===== src/rtl/cpu_pkg.sv =====
// Shared encodings for the MEM/WB boundary: writeback source select, load
// formats (funct3) and the datapath-width legality check.
package cpu_pkg;

  typedef enum logic [1:0] {
    WB_ALU  = 2'b00,
    WB_MEM  = 2'b01,
    WB_LINK = 2'b10,
    WB_RSVD = 2'b11
  } wb_sel_e;

  typedef enum logic [2:0] {
    LF_LB  = 3'b000,
    LF_LH  = 3'b001,
    LF_LW  = 3'b010,
    LF_LD  = 3'b011,
    LF_LBU = 3'b100,
    LF_LHU = 3'b101,
    LF_LWU = 3'b110,
    LF_RSV = 3'b111
  } load_fmt_e;

  function automatic bit xlen_ok(input int xlen);
    return (xlen == 32) || (xlen == 64);
  endfunction

endpackage


===== src/rtl/load_extract.sv =====
// Combinational load alignment and sign/zero extension. Lanes are chosen from
// the low address bits with the sub-lane bits ignored, so no misalignment trap.
module load_extract
  import cpu_pkg::*;
#(
  parameter int XLEN  = 32,
  parameter int OFF_W = $clog2(XLEN/8)
) (
  input  logic [XLEN-1:0]  data_i,
  input  logic [2:0]       fmt_i,
  input  logic [OFF_W-1:0] off_i,
  output logic [XLEN-1:0]  data_o
);

  logic [OFF_W-1:0] off_h;
  logic [OFF_W-1:0] off_w;
  logic [7:0]       byte_v;
  logic [15:0]      half_v;
  logic [31:0]      word_v;
  logic [XLEN-1:0]  word_sx;
  logic [XLEN-1:0]  word_zx;

  assign off_h  = {off_i[OFF_W-1:1], 1'b0};
  assign off_w  = off_i & ~OFF_W'(3);
  assign byte_v = data_i[{off_i, 3'b000} +: 8];
  assign half_v = data_i[{off_h, 3'b000} +: 16];
  assign word_v = data_i[{off_w, 3'b000} +: 32];

  // On a 32-bit datapath the word lane is the whole register.
  generate
    if (XLEN == 64) begin : g_word64
      assign word_sx = {{32{word_v[31]}}, word_v};
      assign word_zx = {32'd0, word_v};
    end else begin : g_word32
      assign word_sx = word_v;
      assign word_zx = word_v;
    end
  endgenerate

  always_comb begin
    data_o = data_i;
    case (load_fmt_e'(fmt_i))
      LF_LB:   data_o = {{(XLEN-8){byte_v[7]}}, byte_v};
      LF_LH:   data_o = {{(XLEN-16){half_v[15]}}, half_v};
      LF_LW:   data_o = word_sx;
      LF_LBU:  data_o = {{(XLEN-8){1'b0}}, byte_v};
      LF_LHU:  data_o = {{(XLEN-16){1'b0}}, half_v};
      LF_LWU:  data_o = word_zx;
      default: data_o = data_i;
    endcase
  end

endmodule


===== src/rtl/mem_wb_pipe.sv =====
// MEM/WB pipeline register: selects and extracts writeback data, drives the
// register-file write port and forwarding view, and counts retired instructions.
module mem_wb_pipe
  import cpu_pkg::*;
#(
  parameter int XLEN  = 32,
  parameter int RA_W  = 5,
  parameter int CNT_W = 32
) (
  input  logic                       clk_i,
  input  logic                       rst_i,
  input  logic                       stall_i,
  input  logic                       flush_i,
  input  logic                       valid_i,
  input  logic                       reg_write_i,
  input  logic [1:0]                 wb_sel_i,
  input  logic [XLEN-1:0]            alu_data_i,
  input  logic [XLEN-1:0]            mem_data_i,
  input  logic [XLEN-1:0]            link_data_i,
  input  logic [2:0]                 load_fmt_i,
  input  logic [$clog2(XLEN/8)-1:0]  byte_off_i,
  input  logic [RA_W-1:0]            rd_i,
  output logic                       reg_write_o,
  output logic [RA_W-1:0]            reg_RDaddr_o,
  output logic [XLEN-1:0]            reg_RDdata_o,
  output logic [RA_W-1:0]            forwarding_rd_o,
  output logic                       fwd_valid_o,
  output logic [CNT_W-1:0]           retire_cnt_o
);

  generate
    if (!xlen_ok(XLEN)) begin : g_bad_xlen
      $error("mem_wb_pipe: XLEN must be 32 or 64");
    end
  endgenerate

  logic [XLEN-1:0]  ld_data;
  logic [XLEN-1:0]  wb_data;

  logic             we_q,   we_d;
  logic [RA_W-1:0]  rd_q,   rd_d;
  logic [XLEN-1:0]  data_q, data_d;
  logic [CNT_W-1:0] cnt_q,  cnt_d;

  load_extract #(
    .XLEN (XLEN)
  ) u_load_extract (
    .data_i (mem_data_i),
    .fmt_i  (load_fmt_i),
    .off_i  (byte_off_i),
    .data_o (ld_data)
  );

  // Reserved select falls back to the ALU result.
  always_comb begin
    wb_data = alu_data_i;
    case (wb_sel_e'(wb_sel_i))
      WB_MEM:  wb_data = ld_data;
      WB_LINK: wb_data = link_data_i;
      default: wb_data = alu_data_i;
    endcase
  end

  always_comb begin
    we_d   = we_q;
    rd_d   = rd_q;
    data_d = data_q;
    cnt_d  = cnt_q;
    if (flush_i) begin
      we_d   = 1'b0;
      rd_d   = '0;
      data_d = '0;
    end else if (!stall_i) begin
      // rd=0 never writes, but the instruction still retires.
      we_d   = reg_write_i & valid_i & (rd_i != '0);
      rd_d   = rd_i;
      data_d = wb_data;
      if (valid_i && (cnt_q != {CNT_W{1'b1}})) begin
        cnt_d = cnt_q + CNT_W'(1);
      end
    end
  end

  always_ff @(posedge clk_i or negedge rst_i) begin
    if (!rst_i) begin
      we_q   <= 1'b0;
      rd_q   <= '0;
      data_q <= '0;
      cnt_q  <= '0;
    end else begin
      we_q   <= we_d;
      rd_q   <= rd_d;
      data_q <= data_d;
      cnt_q  <= cnt_d;
    end
  end

  assign reg_write_o     = we_q;
  assign fwd_valid_o     = we_q;
  assign reg_RDaddr_o    = rd_q;
  assign forwarding_rd_o = rd_q;
  assign reg_RDdata_o    = data_q;
  assign retire_cnt_o    = cnt_q;

endmodule

===== config.mk =====
export PLATFORM = sky130hd
export DESIGN_NAME = mem_wb_pipe
export DESIGN_NICKNAME = d
export VERILOG_FILES = /design/src/rtl/cpu_pkg.sv /design/src/rtl/load_extract.sv /design/src/rtl/mem_wb_pipe.sv
export SDC_FILE = /design/constraint.sdc
export NUM_CORES = 1
export LEC_CHECK = 0
export ABC_AREA = 1
export BUFFER_PORTS_ARGS = -buffer_cell sky130_fd_sc_hd__buf_4
export CAP_MARGIN = 15
export CORE_ASPECT_RATIO = 1.75
export CORE_MARGIN = 1.5
export CORE_UTILIZATION = 28
export DETAILED_ROUTE_END_ITERATION = 8
export HOLD_SLACK_MARGIN = 0.05
export PLACE_DENSITY_LB_ADDON = 0.3
export SLEW_MARGIN = 20
export SYNTH_ARGS = -nofsm -noshare
export SYNTH_HDL_FRONTEND = slang
export SYNTH_SLANG_ARGS = --single-unit
export TNS_END_PERCENT = 20

===== constraint.sdc =====
create_clock -name clk_i -period 4.16 [get_ports clk_i]
set_input_delay 0.624 -clock clk_i [delete_from_list [all_inputs] [get_ports clk_i]]
set_output_delay 0.624 -clock clk_i [all_outputs]
set_load 0.01 [all_outputs]

==> impl_metrics.tcl, run 1 <==
set metrics [dict create \
    relSlewSlack_pct 30.8 \
    synthDominantCellAreaShare_pct 34.4 \
    fin_crit_ns 2.68 \
    layout-drive-gt1-share_pct 24.1 \
    final_hold_viol_count 0 \
    tns_ns 0 \
    ys.flop_type "dfrtp_1" \
    hpwl_mm 14.7 \
    crit_type "reg -> reg" \
    synth_area_leaders "dfrtp_1, nand2_1, nor2_1" \
    ys_ff_latch 70 \
    diodes 0 \
    ys_seq_area_share_pct 34.4 \
    die-area_sq_mm 0.0190 \
    worst_pin_slew_ns 1.04 \
    core.rowCount 65 \
    grt_max_degree 71 \
    p_per_area_mw_per_mm2 303 \
    clock-root-buffer "clkbuf_16" \
    postCtsSetupBuffers 0 \
    synth_area_sq_mm 0.00509 \
    vdd_drop_max_mv 0.210 \
    rsz0062_at_grt "false" \
    clk_pin_slew_ns 0.06 \
    place_congestion 0.907 \
    h-tree-depth 3 \
    antenna_found_initial 0 \
    cp-start-kind "flop" \
    crit_fanout 38 \
    numCtsBuffers 9 \
    min_path_type "in -> async" \
    ant_nets 0 \
    drv_cap 0 \
    status "completed" \
    syn_area_per_cell_sq_um 6.15 \
    worstPathRequired_ns 4.38 \
    port_buffers 189 \
    setup-violations-final 0 \
    grt-ovfl-total 0 \
    grt_use_total_pct 20.6 \
    first_global_vias 5729 \
    power_leakage_nw 3.64 \
    power_mw 2.09 \
    route.final.wire_length_mm 19.5 \
    drt-initial-drc-count 214 \
    yosys_warnings 0 \
    die_h_microns 181 \
    finalMaxSlewViolations 0 \
    vias 5744 \
    critical_path_arrival_ns 2.90 \
    syn2layout_area_growth_pct 35.6 \
    insertion_delay_ns 0.33 \
    drtPass1Iterations 5 \
    nets 1106 \
    start_util_pct 28.4 \
    yosysTopAreaCell "dfrtp_1" \
    final_cell_mix "nand2_1, buf_4, nor2_1" \
    ctsResizeCount 0 \
    fillerInstances 2018 \
    drc 0 \
    fin_worst_skew_ns 0.00654 \
    netlist_instances 827 \
    core_area_sq_mm 0.0179 \
    synth_cell_type_count 31 \
    wire_per_inst_microns 15.9 \
    holdBufCountCts 0 \
    viasPerCell 4.68 \
    ios 190 \
    ys_async_sr_fraction_pct 100 \
    final_common_cell "nand2_1" \
    synth-edff-count 0 \
    clock_sinks 70 \
    synth_nets 944 \
    max_freq_ghz 0.374 \
    clk_path_buf_depth 2 \
    die_w_microns 105 \
    grt_pass1_wl_mm 30.3 \
    cts_tree "done" \
    finalCritPeriodShare_pct 64.3 \
    crit_path_end_kind "flop" \
]
==> per-layer routing <==
| metal | wire length (microns) | share of wire (%) | global-route usage, % |
|---|---|---|---|
| met5 | 0 | 0 | 0 |
| met2 | 10600 | 54 | 38.7 |
| met4 | 1060 | 5.5 | 11.9 |
| met1 | 6830 | 35 | 20.6 |
| met3 | 987 | 5.1 | 3.97 |
==> synthesized netlist by cell type (3+ instances only) <==
cell	n
buf_2	4
o21ai_0	23
ha_1	3
o211ai_1	4
a21oi_1	69
dfrtp_1	70
buf_4	7
xor2_1	9
clkbuf_1	25
inv_1	47
nor3_1	4
nand3_1	19
nand2_1	355
nor2_1	126
nand2_2	22
nand3b_1	12
xnor2_1	7
nand4_1	3
==> report_power, final <==
part	total (mW)	internal, mW	switching (mW)
sequential	0.790	0.728	0.0622
combinational	0.483	0.215	0.268
clock	0.820	0.482	0.338
==> worst paths after layout <==
path / startpoint / endpoint / slack, ns / cells after the start
worst min register to register: reg_RDdata_o[19] / reg_RDdata_o[19] / 0.48 / 2
max in group asynchronous: rst_i / reg_RDdata_o[12] / 3.06 / 1
min in group clk_i: reg_RDdata_o[19] / reg_RDdata_o[19] / 0.48 / 2
worst max-delay path: retire_cnt_o[0] / retire_cnt_o[12] / 1.48 / 11
worst max register to register: retire_cnt_o[0] / retire_cnt_o[12] / 1.48 / 11
worst min-delay path: rst_i / retire_cnt_o[27] / 0.45 / 1
==> registers in the layout, indices dropped and copies added, names as in the netlist <==
name             flops
reg_RDdata_o        32
retire_cnt_o        32
forwarding_rd_o      5
fwd_valid_o          1
==> area by class of cell <==
class	count	area [sq um]	share of cell area (%)
Clock buffer	11	243	3.52
Clock inverter	5	58.8	0.852
Inverter	51	193	2.79
Multi-Input combinational cell	665	2920	42.3
Sequential cell	70	1750	25.4
Tap cell	234	293	4.24
Timing Repair Buffer	192	1440	20.9
==> worst max-delay path, stage by stage, from the launching register on <==
cell and delay, ns:
dfrtp_1 0.49, ha_1 0.31, nand3_2 0.20, clkinv_2 0.14, nand2_4 0.08, nor2_4 0.12, nand3b_1 0.13, nand2_2 0.08
buf_4 0.43, inv_2 0.35, nand2_1 0.14, nand2_1 0.06
==> metrics by stage <==
step | cells | hold slack, ns | setup WS, ns | instance area [sq um] | util, %
after floorplan | 827 | 0.328 | 2.40 | 5090 | -
after global placement | 1212 | 0.464 | 1.41 | 6600 | 36.9
after detailed placement | 1212 | 0.468 | 1.36 | 6600 | 36.9
after CTS | 1228 | 0.486 | 1.46 | 6900 | 38.6
after global routing | 1228 | 0.500 | 1.29 | 6900 | 38.6
final | 1228 | 0.446 | 1.48 | 6900 | 38.6
==> logic make-up after synthesis <==
family / after synthesis / synth area share (%)
buffers and inverters: 92 / 8.36
and+or+nand+nor: 548 / 43.8
DFF: 70 / 34.4
adders and majority gates: 3 / 0.738
xor gates and xnor gates: 16 / 2.75
AOI/OAI and AO/OA: 98 / 9.93
Power figures use the tool's default switching activity.
==> run 2, diff against run 1 <==
Clock period 4.16 ns to 2.2 ns, I/O delays scaled along.
==> run 2 against run 1 <==
Net effect: utilization up 1.2 points; global-route usage rose by 0.55 points; largest cell class unchanged; total power grew 94%; final cell count rose by 1.9%; wire length increased by 1.6%; highest routed layer unchanged; first-iteration DRC count shrank 21%; count of clock-buffer cells in the layout is 2 lower; sequential share of layout area down 0.75 points; die area did not move; clock power is 99% higher.
==> impl_metrics.tcl, run 2 (synthesis results as in run 1) <==
set metrics [dict create \
    cpMostUsedCell "nand2_1" \
    drv_cap 0 \
    hpwl_mm 15.6 \
    cp_cell_sequence "ha_1 > nand3_2 > clkinv_2 > nand2_4 > nor2_4 > nand3b_1 > nand2_2 > inv_2 > nand2_1 > nand2_1" \
    die_w_microns 105 \
    power_leakage_nw 3.77 \
    vias 5869 \
    grt.busiest_layer "met2" \
    clk_pin_slew_ns 0.07 \
    crit_path_end_kind "flop" \
    tns_ns 0 \
    finalMaxSlewViolations 0 \
    fin_util_pct 39.7 \
    worstHoldPathCells 3 \
    worstPathRequired_ns 2.47 \
    diodes 0 \
    syn2layout_area_growth_pct 39.7 \
    layout-drive-gt1-share_pct 25.9 \
    grt_max_degree 40 \
    drtPass1Iterations 5 \
    internal-power_mw 2.81 \
    die_h_microns 181 \
    cts_tree "done" \
    setup-violations-final 0 \
    cp_slowest_cell "dfrtp_1" \
    power_frac_comb_pct 23.5 \
    postCtsSetupBuffers 0 \
    core.rowCount 65 \
    vdd_drop_max_mv 0.293 \
    crit_type "reg -> reg" \
    insertion_delay_ns 0.34 \
    p_per_area_mw_per_mm2 572 \
    final_common_cell "nand2_1" \
    ios 190 \
    clock_power_share_pct 40.0 \
    pre_cts_ws_ns 0.279 \
    ctsResizeCount 0 \
    worst_pin_slew_ns 0.587 \
    nets 1129 \
    crit_buf_inv 2 \
    switching_share_pct 31.0 \
    use_met2_pct 40.0 \
    use_met3_pct 3.72 \
    core_area_sq_mm 0.0179 \
    grt-ovfl-total 0 \
    crit_fanout 26 \
    relSlewSlack_pct 60.8 \
    wire_per_inst_microns 15.8 \
    stdcell_area_sq_mm 0.00711 \
    fin_worst_skew_ns 0.0116 \
    grt_use_total_pct 21.1 \
    pwr-share-seq_pct 36.5 \
    multi_input_area_sq_mm 0.00292 \
    start_util_pct 28.4 \
    fin_crit_ns 1.93 \
    switchingPower_mw 1.26 \
    worstRegToRegCells 10 \
    cp-start-kind "flop" \
    port_buffers 189 \
    critical_path_arrival_ns 2.20 \
    status "completed" \
    numCtsBuffers 9 \
    rsz0062_at_grt "false" \
    min_path_type "in -> reg" \
    viasPerCell 4.69 \
    drt-initial-drc-count 170 \
    h-tree-depth 3 \
    clk_path_buf_depth 2 \
    die-area_sq_mm 0.0190 \
    final_hold_viol_count 0 \
    fin_ws_ns 0.267 \
    max_freq_ghz 0.517 \
    placed_area_sq_mm 0.00678 \
    met1_usage_pct 20.8 \
    seq_area_sq_mm 0.00175 \
    drc 0 \
    antenna_found_initial 0 \
    fillerInstances 1986 \
    place_congestion 0.913 \
    final_cell_mix "nand2_1, buf_4, nor2_1" \
    route.final.wire_length_mm 19.8 \
    ant_nets 0 \
    first_global_vias 5918 \
    grt_pass1_wl_mm 30.9 \
    finalCritPeriodShare_pct 87.9 \
    slowest_delay_ns 0.44 \
    cp_top_family "simple AND/OR/NAND/NOR gates" \
    clock-root-buffer "clkbuf_16" \
    clock_sinks 70 \
    cp_num_cells 10 \
]
-- run 2: final cells by class --
class                           count  area share (%)
Clock buffer                        9            3.17
Clock inverter                      7            1.37
Inverter                           51            2.71
Multi-Input combinational cell    665            41.1
Sequential cell                    70            24.6
Tap cell                          234            4.12
Timing Repair Buffer              215            22.9
-- run 2: worst paths after layout --
path / slack (ns) / from / endpoint
min reg2reg: 0.48 / reg_RDdata_o[22] / reg_RDdata_o[22]
min: 0.21 / alu_data_i[2] / reg_RDdata_o[2]
max in group asynchronous: 1.08 / rst_i / reg_RDdata_o[14]
max: 0.27 / retire_cnt_o[0] / retire_cnt_o[28]
min in group asynchronous: 0.52 / rst_i / retire_cnt_o[27]
max reg2reg: 0.27 / retire_cnt_o[0] / retire_cnt_o[28]
-- run 2: timing repair --
item / CTS / global route
endpoints found under the setup margin: 0 / 0
hold endpoints to repair: 38 / 0
hold buffers: 1 / 0
-- run 2: worst register-to-register path: cells and delay by family (launching register included) --
kind                     cells  cell delay [ns]
flip-flops                   1             0.44
adder cells (fa/ha/maj)      1             0.29
AND/OR/NAND/NOR              7             0.65
buffers and inverters        2             0.50
-- run 2: per-stage QoR --
stage	total power [mW]	hold WS (ns)	instances
after floorplan	1.95	0.0344	827
after global placement	2.46	0.356	1234
after detailed placement	2.47	0.365	1234
after CTS	4.12	0.195	1251
after global routing	4.28	0.220	1251
final	4.07	0.210	1251
-- run 2: metal layers --
layer  vias to the layer above  wire (microns)
met1                      2650            6720
met2                       223           10800
met4                         0            1320
li1                       2931               -
met5                         -               0
met3                        65             951
-- run 2: power by group through the flow --
stage          Clock [mW]  Sequential [mW]  Combinational [mW]
2_1_floorplan           0             1.52               0.432
3_3_place_gp            0             1.51               0.953
3_5_place_dp            0             1.51               0.960
4_1_cts              1.67             1.49               0.965
5_1_grt              1.73             1.50                1.06
6_report             1.63             1.49               0.955
==> run 3, diff against run 2 <==
Settings changed: BUFFER_PORTS_ARGS -buffer_cell sky130_fd_sc_hd__buf_4 to default, DONT_BUFFER_PORTS from default to 1, SYNTH_HIERARCHICAL from default to 1.
==> run 3 against run 2 <==
Net effect: sequential power about the same; first-iteration DRC count increased by 48%; total power decreased by 12%; wire length increased by 1.0%; combinational power decreased by 45%; setup slack improved by 0.062 ns; area after synthesis increased by 5.3%; die area increased by 5.2%; register-to-register slack improved by 0.06 ns; non-clock buffer count decreased by 188; clock power decreased by 5%; global-route usage decreased by 0.59 points; critical path type unchanged; largest cell class unchanged; highest routed layer unchanged.
==> impl_metrics.tcl, run 3 <==
set metrics [dict create \
    switchingPower_mw 1.11 \
    setup-violations-final 0 \
    yosysMostFrequentCell "nand2_1" \
    diodes 0 \
    drtPass1Iterations 4 \
    clock-root-buffer "clkbuf_16" \
    cp-start-kind "flop" \
    synth-edff-count 0 \
    clk_pin_slew_ns 0.07 \
    pwr-share-seq_pct 42.1 \
    numCtsBuffers 9 \
    vias 5351 \
    ant_nets 0 \
    yosys_warnings 6 \
    finalMaxSlewViolations 0 \
    start_util_pct 28.7 \
    clk_path_buf_depth 2 \
    fin_worst_hold_slack_ns 0.105 \
    fin_crit_ns 1.87 \
    crit_fanout 18 \
    status "completed" \
    yosysTopAreaCell "dfrtp_1" \
    instances_no_fill 1045 \
    syn_area_per_cell_sq_um 6.59 \
    hpwl_mm 15.4 \
    ios 190 \
    h-tree-depth 3 \
    final_cell_mix "nand2_1, nand3_1, dfrtp_1" \
    viasPerCell 5.12 \
    vdd_drop_max_mv 0.236 \
    dp_cells 1027 \
    min_to "forwarding_rd_o[2]" \
    die-area_sq_mm 0.0200 \
    drv_cap 0 \
    ys_seq_area_share_pct 32.7 \
    pre_cts_ws_ns 0.322 \
    power_leakage_nw 2.90 \
    core.rowCount 66 \
    synth_area_sq_mm 0.00536 \
    worst_pin_slew_ns 0.566 \
    final_common_cell "nand2_1" \
    r2r_slack_ns 0.33 \
    antenna_found_initial 0 \
    core_area_sq_mm 0.0187 \
    max_freq_ghz 0.534 \
    holdBufCountCts 2 \
    ys_async_sr_fraction_pct 100 \
    syn2layout_area_growth_pct 10.1 \
    synth_common_cells "nand2_1, nand3_1, dfrtp_1, inv_1, nor2_1" \
    ys.flop_type "dfrtp_1" \
    grt_pass1_wl_mm 30.6 \
    synth_cell_type_count 33 \
    ctsResizeCount 0 \
    finalCritPeriodShare_pct 85.1 \
    setup.worst_path.start "retire_cnt_o[0]" \
    place_congestion 0.895 \
    synth_nets 930 \
    ys_ff_latch 70 \
    drc 0 \
    drt-initial-drc-count 252 \
    port_buffers 0 \
    fin_worst_skew_ns 0.0134 \
    final_hold_viol_count 0 \
    critical_path_arrival_ns 2.15 \
    first_global_vias 5427 \
    netlist_instances 813 \
    rsz0062_at_grt "false" \
    layout-drive-gt1-share_pct 11.3 \
    relSlewSlack_pct 62.2 \
    clock_sinks 70 \
    worstRegToRegCells 10 \
    insertion_delay_ns 0.35 \
    worstHoldStart "rd_i[2]" \
    grt_use_total_pct 20.5 \
    cts_tree "done" \
    tns_ns 0 \
    postCtsSetupBuffers 0 \
    internal-power_mw 2.47 \
    die_w_microns 108 \
    worstHoldPathCells 2 \
    die_h_microns 186 \
    r2r_start "retire_cnt_o[0]" \
    crit_type "reg -> reg" \
    synthDominantCellAreaShare_pct 32.7 \
    worstPathRequired_ns 2.48 \
    grt_max_degree 71 \
    min_path_type "in -> reg" \
    grt-ovfl-total 0 \
    r2r_end "retire_cnt_o[11]" \
    crit_path_end_kind "flop" \
    wire_per_inst_microns 19.2 \
    switching_share_pct 30.9 \
    power_frac_comb_pct 14.6 \
    clock_power_share_pct 43.3 \
    route.final.wire_length_mm 20.0 \
    synth_area_leaders "dfrtp_1, nand2_1, nand3_1" \
    fin_ws_ns 0.329 \
    nets 919 \
    p_per_area_mw_per_mm2 606 \
]
==> run 3: cell types whose count changed in the layout (fill, tap and decap cells not counted), sizes merged, moves of 15 or more <==
cell / before / now
buf: 214 / 26
nand2: 378 / 321
inv: 50 / 69
nor2: 130 / 71
a221oi: 0 / 15
a21oi: 69 / 18
nand3: 20 / 101
==> run 3: stage by stage <==
stage / utilization [%] / total power [mW] / area (sq um)
after floorplan: - / 1.91 / 5360
after global placement: 29.8 / 2.02 / 5560
after detailed placement: 29.8 / 2.02 / 5560
after CTS: 31.6 / 3.64 / 5900
after global routing: 31.6 / 3.76 / 5900
final: 31.6 / 3.58 / 5900
==> run 3: worst max path at each step <==
stage                             to  slack, ns
detailed placement  retire_cnt_o[11]       0.32
global route         retire_cnt_o[6]       0.17
finish              retire_cnt_o[11]       0.33
floorplan           retire_cnt_o[14]       0.57
global placement     retire_cnt_o[4]       0.34
CTS                 retire_cnt_o[11]       0.30
==> run 3: layer usage <==
layer,GRT usage (%),routed length (microns)
met5,0,0
met4,11.2,948
met3,5.25,1250
met2,39.5,11300
met1,19.4,6550
==> run 3: final cells by class <==
class | instances | area, sq um
clock buffer | 10 | 239
timing repair buffer | 27 | 225
inverter | 68 | 263
fill | 2139 | 12800
clock inverter | 6 | 68.8
sequential | 70 | 1750
multi-input combinational | 626 | 3060
tap | 238 | 298
==> run 3: worst max-delay path: stages (launching register included) <==
cell and delay (ns):
dfrtp_1 0.45, ha_1 0.27, nand2_1 0.08, nor2_2 0.06
nand2_4 0.09, nor2_4 0.05, nand2_4 0.11, nand2_4 0.06
nor2_4 0.44, nand2_1 0.11, nand2_1 0.08
==> run 3: cell families after synthesis <==
| family | synth area share, % |
|---|---|
| DFF | 32.7 |
| and+or+nand+nor | 43.7 |
| adders and majority gates | 0.700 |
| AOI/OAI and AO/OA | 10.3 |
| xor gates and xnor gates | 2.29 |
| buffers and inverters | 10.4 |
==> run 3: power groups by stage <==
stage	registers [mW]	clock network, mW	logic, mW
2_1_floorplan	1.49	0	0.421
4_1_cts	1.51	1.61	0.529
5_1_grt	1.51	1.65	0.597
6_report	1.51	1.55	0.523
3_3_place_gp	1.53	0	0.488
3_5_place_dp	1.53	0	0.491
